### src/rtl/beta_update_unit_pkg.sv
// rtl/beta_update_unit_pkg.sv - shared widths, beat count and min-sum arithmetic
// Also used by the alpha-update unit; keep the function signatures stable.
package beta_update_unit_pkg;

  localparam int Q    = 6;
  localparam int P    = 16;
  localparam int MAXL = 10;
  localparam int SMAX = (1 << (Q - 1)) - 1;

  typedef enum logic [1:0] {S_IDLE, S_RUN, S_DRAIN, S_DONE} state_t;

  // Beats needed to stream a child of size 2^(l-1) through P lanes.
  function automatic logic [6:0] beat_count(input logic [4:0] l);
    if (l >= 5'd5) return 7'(1 << (l - 5'd5));
    return 7'd1;
  endfunction

  function automatic logic [P-1:0] lane_mask(input logic [4:0] l);
    logic [P-1:0] m;
    for (int i = 0; i < P; i++) m[i] = (l >= 5'd5) || (i < (1 << (int'(l) - 1)));
    return m;
  endfunction

  // The most negative code has no positive twin, so it is folded onto -SMAX.
  function automatic logic [Q-1:0] clamp_q(input logic [Q-1:0] a);
    if (a == {1'b1, {(Q-1){1'b0}}}) return Q'(-SMAX);
    return a;
  endfunction

  function automatic logic [Q-1:0] sat_add(input logic [Q-1:0] a, input logic [Q-1:0] b);
    int s;
    s = int'($signed(a)) + int'($signed(b));
    if (s > SMAX) return Q'(SMAX);
    if (s < -SMAX) return Q'(-SMAX);
    return Q'(s);
  endfunction

  function automatic logic [Q-1:0] f_minsum(input logic [Q-1:0] a, input logic [Q-1:0] b);
    int x, y, ax, ay, m;
    x  = int'($signed(a));
    y  = int'($signed(b));
    ax = (x < 0) ? -x : x;
    ay = (y < 0) ? -y : y;
    m  = (ax < ay) ? ax : ay;
    return ((x < 0) != (y < 0)) ? Q'(-m) : Q'(m);
  endfunction

endpackage

### src/rtl/beta_update_unit_lane.sv
// rtl/beta_update_unit_lane.sv - one registered SCAN beta-combine lane
// Output register clears whenever the beat is invalid or the lane is unused.
module beta_lane
  import beta_update_unit_pkg::*;
(
  input  logic         clk,
  input  logic         rst,
  input  logic         valid,
  input  logic         active,
  input  logic [Q-1:0] bl,
  input  logic [Q-1:0] br,
  input  logic [Q-1:0] au,
  input  logic [Q-1:0] ad,
  output logic [Q-1:0] upper,
  output logic [Q-1:0] lower
);

  logic [Q-1:0] bl_c, br_c, au_c, ad_c, upper_d, lower_d;

  always_comb begin
    bl_c    = clamp_q(bl);
    br_c    = clamp_q(br);
    au_c    = clamp_q(au);
    ad_c    = clamp_q(ad);
    upper_d = f_minsum(bl_c, sat_add(br_c, ad_c));
    lower_d = sat_add(f_minsum(bl_c, au_c), br_c);
  end

  always_ff @(posedge clk) begin
    if (rst || !(valid && active)) begin
      upper <= '0;
      lower <= '0;
    end else begin
      upper <= upper_d;
      lower <= lower_d;
    end
  end

endmodule

### src/rtl/beta_update_unit.sv
// rtl/beta_update_unit.sv - P-lane beta-combine engine between beta storage read and write ports
// Reads one child beat per cycle; the write of beat k follows its read by two cycles.
module beta_update_unit
  import beta_update_unit_pkg::*;
(
  input  logic             clk,
  input  logic             rst,
  input  logic             start,
  input  logic [4:0]       layer,
  output logic             busy,
  output logic             done,
  output logic             rd_en,
  output logic [4:0]       rd_layer,
  output logic [5:0]       rd_cnt,
  input  logic [P*Q-1:0]   bl_in,
  input  logic [P*Q-1:0]   br_in,
  input  logic [P*Q-1:0]   au_in,
  input  logic [P*Q-1:0]   ad_in,
  output logic             wr_en,
  output logic [4:0]       wr_layer,
  output logic [5:0]       wr_cnt,
  output logic [2*P*Q-1:0] b_out
);

  state_t         state_q, state_d;
  logic [5:0]     cnt_q, cnt_d, last_q, last_d;
  logic [4:0]     lay_q, lay_d;
  logic [P-1:0]   mask_q, mask_d;
  logic           drain_q, drain_d;
  logic           v1_q, wr_en_q;
  logic [5:0]     c1_q, wr_cnt_q;

  always_ff @(posedge clk) begin
    if (rst) begin
      state_q <= S_IDLE;
      cnt_q   <= '0;
      last_q  <= '0;
      lay_q   <= '0;
      mask_q  <= '0;
      drain_q <= 1'b0;
    end else begin
      state_q <= state_d;
      cnt_q   <= cnt_d;
      last_q  <= last_d;
      lay_q   <= lay_d;
      mask_q  <= mask_d;
      drain_q <= drain_d;
    end
  end

  always_comb begin
    state_d = state_q;
    cnt_d   = cnt_q;
    last_d  = last_q;
    lay_d   = lay_q;
    mask_d  = mask_q;
    drain_d = drain_q;
    case (state_q)
      S_IDLE: begin
        if (start) begin
          if (layer != 5'd0 && layer <= 5'(MAXL)) begin
            state_d = S_RUN;
            cnt_d   = '0;
            last_d  = 6'(beat_count(layer) - 7'd1);
            lay_d   = layer;
            mask_d  = lane_mask(layer);
          end else begin
            state_d = S_DONE;
          end
        end
      end
      S_RUN: begin
        if (cnt_q == last_q) begin
          state_d = S_DRAIN;
          cnt_d   = '0;
          drain_d = 1'b0;
        end else begin
          cnt_d = cnt_q + 6'd1;
        end
      end
      S_DRAIN: begin
        drain_d = 1'b1;
        if (drain_q) state_d = S_DONE;
      end
      S_DONE: begin
        state_d = S_IDLE;
        lay_d   = '0;
      end
      default: state_d = S_IDLE;
    endcase
  end

  assign rd_en    = (state_q == S_RUN);
  assign rd_cnt   = rd_en ? cnt_q : '0;
  assign busy     = (state_q == S_RUN) || (state_q == S_DRAIN);
  assign done     = (state_q == S_DONE);
  assign rd_layer = (lay_q == 5'd0) ? 5'd0 : lay_q - 5'd1;
  assign wr_layer = lay_q;
  assign wr_en    = wr_en_q;
  assign wr_cnt   = wr_cnt_q;

  // Stage 1 marks the cycle operands arrive; stage 2 lines up with the lane registers.
  always_ff @(posedge clk) begin
    if (rst) begin
      v1_q     <= 1'b0;
      c1_q     <= '0;
      wr_en_q  <= 1'b0;
      wr_cnt_q <= '0;
    end else begin
      v1_q     <= rd_en;
      c1_q     <= rd_cnt;
      wr_en_q  <= v1_q;
      wr_cnt_q <= c1_q;
    end
  end

  for (genvar i = 0; i < P; i++) begin : g_lane
    beta_lane u_lane (
      .clk    (clk),
      .rst    (rst),
      .valid  (v1_q),
      .active (mask_q[i]),
      .bl     (bl_in[i*Q +: Q]),
      .br     (br_in[i*Q +: Q]),
      .au     (au_in[i*Q +: Q]),
      .ad     (ad_in[i*Q +: Q]),
      .upper  (b_out[i*Q +: Q]),
      .lower  (b_out[P*Q + i*Q +: Q])
    );
  end

endmodule
### config.mk
export PLATFORM = sky130hd
export DESIGN_NAME = beta_update_unit
export DESIGN_NICKNAME = d
export VERILOG_FILES = /design/src/rtl/beta_update_unit_pkg.sv /design/src/rtl/beta_update_unit_lane.sv /design/src/rtl/beta_update_unit.sv
export SDC_FILE = /design/constraint.sdc
export NUM_CORES = 2
export LEC_CHECK = 0
export ABC_CLOCK_PERIOD_IN_PS = 6120
export CELL_PAD_IN_SITES_DETAIL_PLACEMENT = 1
export CELL_PAD_IN_SITES_GLOBAL_PLACEMENT = 1
export CORE_UTILIZATION = 39
export CTS_CLUSTER_SIZE = 14
export DETAILED_ROUTE_END_ITERATION = 10
export GPL_TIMING_DRIVEN = 0
export PLACE_DENSITY = 0.76
export SYNTH_ARGS = -nofsm -noshare
export SYNTH_HDL_FRONTEND = slang
export SYNTH_HIERARCHICAL = 1
export SYNTH_SLANG_ARGS = --single-unit
### constraint.sdc
create_clock -name clk -period 6.12 [get_ports clk]
set_input_delay 0.612 -clock clk [delete_from_list [all_inputs] [get_ports clk]]
set_output_delay 0.612 -clock clk [all_outputs]
set_load 0.02 [all_outputs]
# [Word-level counts from Yosys, hierarchy flattened]
# Index checks and enable logic that the tools add are counted.
[classes] addsub=117 order_cmp=162 n_eq_ne=104 shift=2 n_mux=553 n_reduce_logical=77
[ops] cell="$mux W6" count=329
[ops] cell="$mux W32" count=48
[ops] cell="$neg A6 Y32" count=48
[ops] cell="$gt A32 B6 Y1 const B" count=32
[ops] cell="$lt A32 B32 Y1" count=32
[ops] cell="$lt A32 B6 Y1 const B" count=32
[ops] cell="$eq A6 B6 Y1 const B" count=64
[ops] cell="$lt A6 B1 Y1 const B" count=48
[ops] cell="$lt A5 B32 Y1 const A" count=8
[ops] cell="$add A6 B6 Y7" count=32
[ops] cell="$neg A6 Y6" count=32
[ops] cell="$mux W1" count=165
[ops] cell="$lt A4 B32 Y1 const A" count=4
[ops] cell="$lt A3 B32 Y1 const A" count=2
[ops] cell="$logic_or A1 B1 Y1" count=33
[ops] cell="$lt A1 B32 Y1 const A" count=1
[ops] cell="$lt A2 B32 Y1 const A" count=1
[ops] cell="$ne A1 B1 Y1" count=32
[ops] cell="$shl A1 B32 Y32 const A" count=1
[ops] cell="$logic_and A1 B1 Y1" count=17
[ops] cell="$logic_not A1 Y1" count=16
[ops] cell="$mux W5" count=3
[ops] cell="$pmux W6 S2" count=1
[ops] cell="$reduce_and A3 Y1" count=4
[ops] cell="other kinds (22)" count=30
[totals] ff_bits=242 output_inout_bits=218 wordCells=1057

# [Logic depth before layout (Yosys ltp)]
[logic_depth] ltp_word=15 mapped_depth=33

# [By module]
# The synthesis kept the hierarchy.
[modules_own_cells] module="beta_lane (g_lane[13].u_lane ...)" instances=11 cells_per_inst=338 area_per_inst_um2=2771.4 seq_area_each_um2=240.2
[modules_own_cells] module="beta_lane (g_lane[0].u_lane ...)" instances=4 cells_per_inst=332 area_per_inst_um2=2668.8 seq_area_each_um2=240.2
[modules_own_cells] module="beta_lane (g_lane[9].u_lane)" instances=1 cells_per_inst=338 area_per_inst_um2=2775.2 seq_area_each_um2=240.2
[modules_own_cells] module="beta_update_unit" instances=1 cells_per_inst=295 area_per_inst_um2=2568.7 seq_area_each_um2=1001.0

# [Worst setup path after synthesis]
# OpenSTA, ideal clock, no wires.
[synth_path] path_kind="input to register" startpoint="in br_in[2]" endpoint="reg g_lane[0].u_lane.upper[4]" setup_time_ns=0.133 arrival_time_ns=5.841 setup_slack_ns=0.146 path_stages=28 path_buffers=1 path_cell_list="clkbuf_1 -> nor3_1 -> a31o_2 -> ha_1 -> fa_1 -> xor2_1 -> or4_1 -> o21ai_1 -> nand2b_1 -> a22oi_1 -> ha_1 -> nor3_1 -> a21oi_1 -> o22ai_1 -> ha_1 -> a21o_1 -> a21o_1 -> a21o_1 -> a221oi_1 -> o221a_2 -> nand3_1 -> o21ai_4 -> mux2_2 -> ha_1 -> nand3_1 -> mux2i_1 -> nor3_1 -> nor3_1"
[synth_via] elab_chain_cells=15 elab_cells_between_ends=20 cone_classes="3 x add/sub; 4 x order compare; 2 x eq/ne; 11 x mux"
[synth_rtl] item="start, declared" line_no="beta_update_unit.sv:16" text="input logic [P*Q-1:0] br_in,"
[synth_rtl] item="$eq A6 B6 Y1" line_no="beta_update_unit_pkg.sv:26" text="if (a == {1'b1, {(Q-1){1'b0}}}) return Q'(-SMAX);"
[synth_rtl] item="$mux W1" line_no="beta_update_unit_pkg.sv:26"
[synth_rtl] item="$mux W6 *" line_no="beta_update_unit_pkg.sv:27" text="return a;"
[synth_rtl] item="$add A6 B6 Y7 *" line_no="beta_update_unit_pkg.sv:32" text="s = int'($signed(a)) + int'($signed(b));"
[synth_rtl] item="$lt A32 B6 Y1" line_no="beta_update_unit_pkg.sv:34" text="if (s < -SMAX) return Q'(-SMAX);"
[synth_rtl] item="$mux W1 (2 in series)" line_no="beta_update_unit_pkg.sv:34"
[synth_rtl] item="$mux W6" line_no="beta_update_unit_pkg.sv:35" text="return Q'(s);"
[synth_rtl] item="$mux W6 *" line_no="beta_update_unit_pkg.sv:34"
[synth_rtl] item="$neg A6 Y32 / $lt A6 B1 Y1 (equally long branches)" line_no="beta_update_unit_pkg.sv:43, beta_update_unit_pkg.sv:45"
[synth_rtl] item="$mux W32" line_no="beta_update_unit_pkg.sv:43" text="ay = (y < 0) ? -y : y;"
[synth_rtl] item="$lt A32 B32 Y1" line_no="beta_update_unit_pkg.sv:44" text="m = (ax < ay) ? ax : ay;"
[synth_rtl] item="$mux W6" line_no="beta_update_unit_pkg.sv:44"
[synth_rtl] item="$neg A6 Y6" line_no="beta_update_unit_pkg.sv:45" text="return ((x < 0) != (y < 0)) ? Q'(-m) : Q'(m);"
[synth_rtl] item="$mux W6 *" line_no="beta_update_unit_pkg.sv:45"
[synth_rtl] item="end signal, assigned" line_no="beta_update_unit_lane.sv:34" text="upper <= upper_d;"
[synth_rtl] item="end, declared" line_no="beta_update_unit_lane.sv:14" text="output logic [Q-1:0] upper,"
# Every way passes the cells marked *; elsewhere a longest branch is shown, timed or not. The select of a mux whose other input is x is not followed.
# A chain may end at the register's enable or synchronous reset.

# [Worst setup path after layout]
[layout_path] startpoint="in bl_in[13]" endpoint="reg g_lane[2].u_lane.lower[0]"
[layout_via] elab_chain_cells=15 elab_cells_between_ends=20 cone_classes="3 x add/sub; 4 x order compare; 2 x eq/ne; 11 x mux"
[layout_rtl] item="start, declared" line_no="beta_update_unit.sv:15" text="input logic [P*Q-1:0] bl_in,"
[layout_rtl] item="$eq A6 B6 Y1" line_no="beta_update_unit_pkg.sv:26"
[layout_rtl] item="$mux W1" line_no="beta_update_unit_pkg.sv:26"
[layout_rtl] item="$mux W6 *" line_no="beta_update_unit_pkg.sv:27"
[layout_rtl] item="$neg A6 Y32 / $lt A6 B1 Y1 (equally long branches)" line_no="beta_update_unit_pkg.sv:42, beta_update_unit_pkg.sv:45"
[layout_rtl] item="$mux W32" line_no="beta_update_unit_pkg.sv:42" text="ax = (x < 0) ? -x : x;"
[layout_rtl] item="$lt A32 B32 Y1" line_no="beta_update_unit_pkg.sv:44"
[layout_rtl] item="$mux W6" line_no="beta_update_unit_pkg.sv:44"
[layout_rtl] item="$neg A6 Y6" line_no="beta_update_unit_pkg.sv:45"
[layout_rtl] item="$mux W6 *" line_no="beta_update_unit_pkg.sv:45"
[layout_rtl] item="$add A6 B6 Y7 *" line_no="beta_update_unit_pkg.sv:32"
[layout_rtl] item="$lt A32 B6 Y1" line_no="beta_update_unit_pkg.sv:34"
[layout_rtl] item="$mux W1 (2 in series)" line_no="beta_update_unit_pkg.sv:34"
[layout_rtl] item="$mux W6" line_no="beta_update_unit_pkg.sv:35"
[layout_rtl] item="$mux W6 *" line_no="beta_update_unit_pkg.sv:34"
[layout_rtl] item="end signal, assigned" line_no="beta_update_unit_lane.sv:35" text="lower <= lower_d;"
[layout_rtl] item="end, declared" line_no="beta_update_unit_lane.sv:15" text="output logic [Q-1:0] lower"
# Marked as above.

==> results_dict.tcl <==
set metrics [dict create \
    status "finished with violations" \
    violations "negative setup slack" \
    ys_async_sr_fraction_pct 0 \
    internal_power_w 0.00649 \
    area_growth_pct 31.8 \
    wl_per_cell_um 17.8 \
    cts_buffer_depth 3 \
    hp-class "reg2reg" \
    clock_latency_ps 610 \
    cts_root_buffer "clkbuf_16" \
    clock_skew_ps 30.4 \
    firstDrtPassIters 5 \
    synth_area_um2 46500 \
    final_cells 8716 \
    worst-path-max-fanout 7 \
    dp_cells 8436 \
    p_sw_w 0.00554 \
    power_density_nw_per_um2 196 \
    path_class "in2reg" \
    cts_buffers 36 \
    initial_core_util_pct 39.4 \
    ioPinCount 610 \
    startpoint_type "input port" \
    total_power_w 0.0120 \
    die_height_um 347 \
    grt_max_degree 23 \
    antenna_left 0 \
    synth_warnings 6 \
    rsz0062_at_grt "yes" \
    core_um2 118000 \
    die_w_um 347 \
    track_usage_pct 24.1 \
    worst_ep_required_time_ps 6600 \
    pwr-share-clk_pct 19.4 \
    wl_um 155000 \
    end_kind "register" \
    finalCriticalPeriod_ps 6130 \
    synth_cell_types 116 \
    h-tree-depth 2 \
    synthFlopType "dfxtp_1" \
    cts_tree "done" \
    grt_pass1_wl_um 243000 \
    clock-sinks 242 \
    power.leakage_nw 28.3 \
    synth_edf_count 0 \
    initialDrtViolationCount 1611 \
    numPortBuffers 549 \
    viasPerCell 5.44 \
    cts.clk_slew.worst_paths_ps 60 \
    ys_seq_area_share_pct 10.4 \
    die-area_um2 121000 \
    relSlewSlack_pct 29.1 \
    dp_hpwl_um 124000 \
    synthCells 5679 \
    route.detailed.drc 0 \
    cts_hold_buf 0 \
    gp_congestion 0.879 \
    final_area_um2 61300 \
    p_comb_share_pct 66.8 \
    final_nets 8298 \
    maxCapViolations 0 \
    core.rowCount 126 \
    setup_viol 1 \
    worst_slack_ps -13.2 \
    fin_crit_sh_pct 100 \
    max_freq_mhz 163 \
    cp.arrival_ps 6620 \
    gr-total-overflow 0 \
    grt_pass1_vias 48100 \
    vias 47400 \
    drive_gt1_share_pct 16.2 \
    place_area_um2 56400 \
    slew_violations 0 \
    swShare_pct 46.1 \
    ir_drop_v 0.000215 \
    seqPwrFrac_pct 13.8 \
    ys_ff_latch 242 \
    antenna_found_initial 17 \
    synth_area_per_cell_um2 8.19 \
    worst_pin_slew_ps 1060 \
    hold_viol 0 \
]
## through the flow
stage                     worst slack [ps]  util (%)  hold WS (ps)  setup TNS, ps
after floorplan                        146         -           414              0
after global placement               -1200      47.8           424        -119020
after detailed placement             -1360      47.8           429        -143200
after CTS                             2.70      49.8           440              0
after global routing                  -168      51.9           461          -2620
final                                -13.2      51.9           432          -13.2
## final cells by class
class	count	area, µm²
clock buffers	47	1010
diodes	10	25.0
flip-flops and latches	242	4840
clock inverters	19	287
well taps	1536	1920
plain buffers	313	1880
fillers	14400	56800
inverters	301	1130
repair buffers	753	7130
multi-input cells	5495	43000
## what timing repair did
item,in CTS,in global routing
pin swaps,49,152
buffers inserted,76,128
setup endpoints to repair,128,168
gates resized for setup,96,384
## critical path: stages
cell and delay, ps:
clkdlybuf4s50_1 500, nor2_1 240, a31oi_4 210, ha_1 280
nor2b_1 220, xnor2_2 170, inv_1 100, ha_1 320
a21o_1 170, a21oi_2 180, o221ai_2 180, nor2_4 160
mux2_2 380, ha_1 280, nand2_1 40, o21ai_0 140
inv_1 110, fa_1 460, inv_1 140, nand2_1 100
a2111oi_1 520, or3_1 240, a211oi_1 80, nor3_2 350
nor4b_1 120, a311oi_1 300
## synth_stat cells (39+ instances only)
cell type    n  area [µm²]
dfxtp_1    242        4840
nor3_1      98         490
nand4_1    101         632
xnor2_1    192        1680
a31oi_1     62         388
nor4_1      39         244
xnor2_2     39         634
nand3_1    175         876
nand2_1    295        1110
a211o_1     53         464
o21ai_0    232        1160
clkbuf_1   208         781
o31ai_1    105         788
or3_1       64         400
nand2b_1    53         332
nor2_1     392        1470
o21bai_1    50         375
o21a_1      56         420
a21o_1     225        1690
xor2_1     155        1360
buf_6       47         529
a21boi_0    43         323
ha_1       732        9160
a211oi_1   103         773
mux2i_1    139        1390
a21oi_1    324        1620
inv_1      300        1130
nor2b_1    102         638
a21oi_2     54         473
## worst paths after layout
| kind | to | slack [ps] | start | cells past startpoint |
|---|---|---|---|---|
| setup / recovery | g_lane[2].u_lane/lower[0] | -10 | bl_in[13] | 26 |
| setup reg to reg | g_lane[11].u_lane/upper[5] | 3460 | v1_q | 4 |
| hold reg to reg | wr_cnt[3] | 430 | c1_q[3] | 1 |
| hold / removal | wr_cnt[3] | 430 | c1_q[3] | 1 |
## metal layers
layer	vias up	track usage, %	wire length (µm)	share of wire (%)
met2	788	44.1	78700	51
met1	23100	28.8	66200	43
met4	10	6.72	4010	2.6
li1	23300	-	-	-
met5	-	0	65	0.042
met3	220	3.76	6440	4.1
## power groups by stage
stage	logic, W	clock network [W]	registers [W]
2_1_floorplan	0.00543	0	0.00170
3_3_place_gp	0.00683	0	0.00169
3_5_place_dp	0.00706	0	0.00169
4_1_cts	0.00733	0.00242	0.00166
5_1_grt	0.00885	0.00248	0.00167
6_report	0.00804	0.00233	0.00166
## cell usage in the layout (no fill, tap or decap), types with 39 or more instances in the layout
master           synthesis  routed
a22oi_2                 31      44
a21o_1                 225     220
or3_1                   64      64
buf_4                   14     218
o21bai_1                50      50
nor2_1                 392     371
mux2i_1                139     125
a31oi_1                 62      58
xor2_1                 155     114
dfxtp_1                242     242
a21oi_2                 54      69
nand2b_1                53      53
clkbuf_1               208     204
nand3_1                175     174
ha_1                   732     710
nor3_1                  98      94
buf_6                   47      51
a211oi_1               103      93
o21ai_1                 22      39
nand4_1                101     101
a211o_1                 53      53
dlymetal6s2s_1           0      50
xor2_2                  13      46
nor2b_1                102      98
inv_1                  300     299
xnor2_2                 39      68
a21oi_1                324     296
o21a_1                  56      56
o31ai_1                105      85
o21ai_0                232     209
xnor2_1                192     163
nand2_1                295     295
conb_1                  32     704
clkdlybuf4s50_1          0     489
## flip-flops by register name, indices dropped and copies added, names as in the netlist
register             flops
v1_q                     1
g_lane.u_lane/upper     96
wr_cnt                   6
c1_q                     6
cnt_q                    6
g_lane.u_lane/lower     96
state_q                  2
drain_q                  1
wr_en                    1
mask_q                  16
last_q                   6
wr_layer                 5
## cells by family after synthesis
logic type | Yosys count | synth area share, %
simple gates | 1616 | 18.4
xor+xnor | 421 | 9.57
buf+inv | 614 | 6.30
other cells | 32 | 0.258
fa+ha+maj | 764 | 21.1
compound gates | 1781 | 28.8
mux | 209 | 5.24
flops | 242 | 10.4
(Power assumes the default switching activity.)
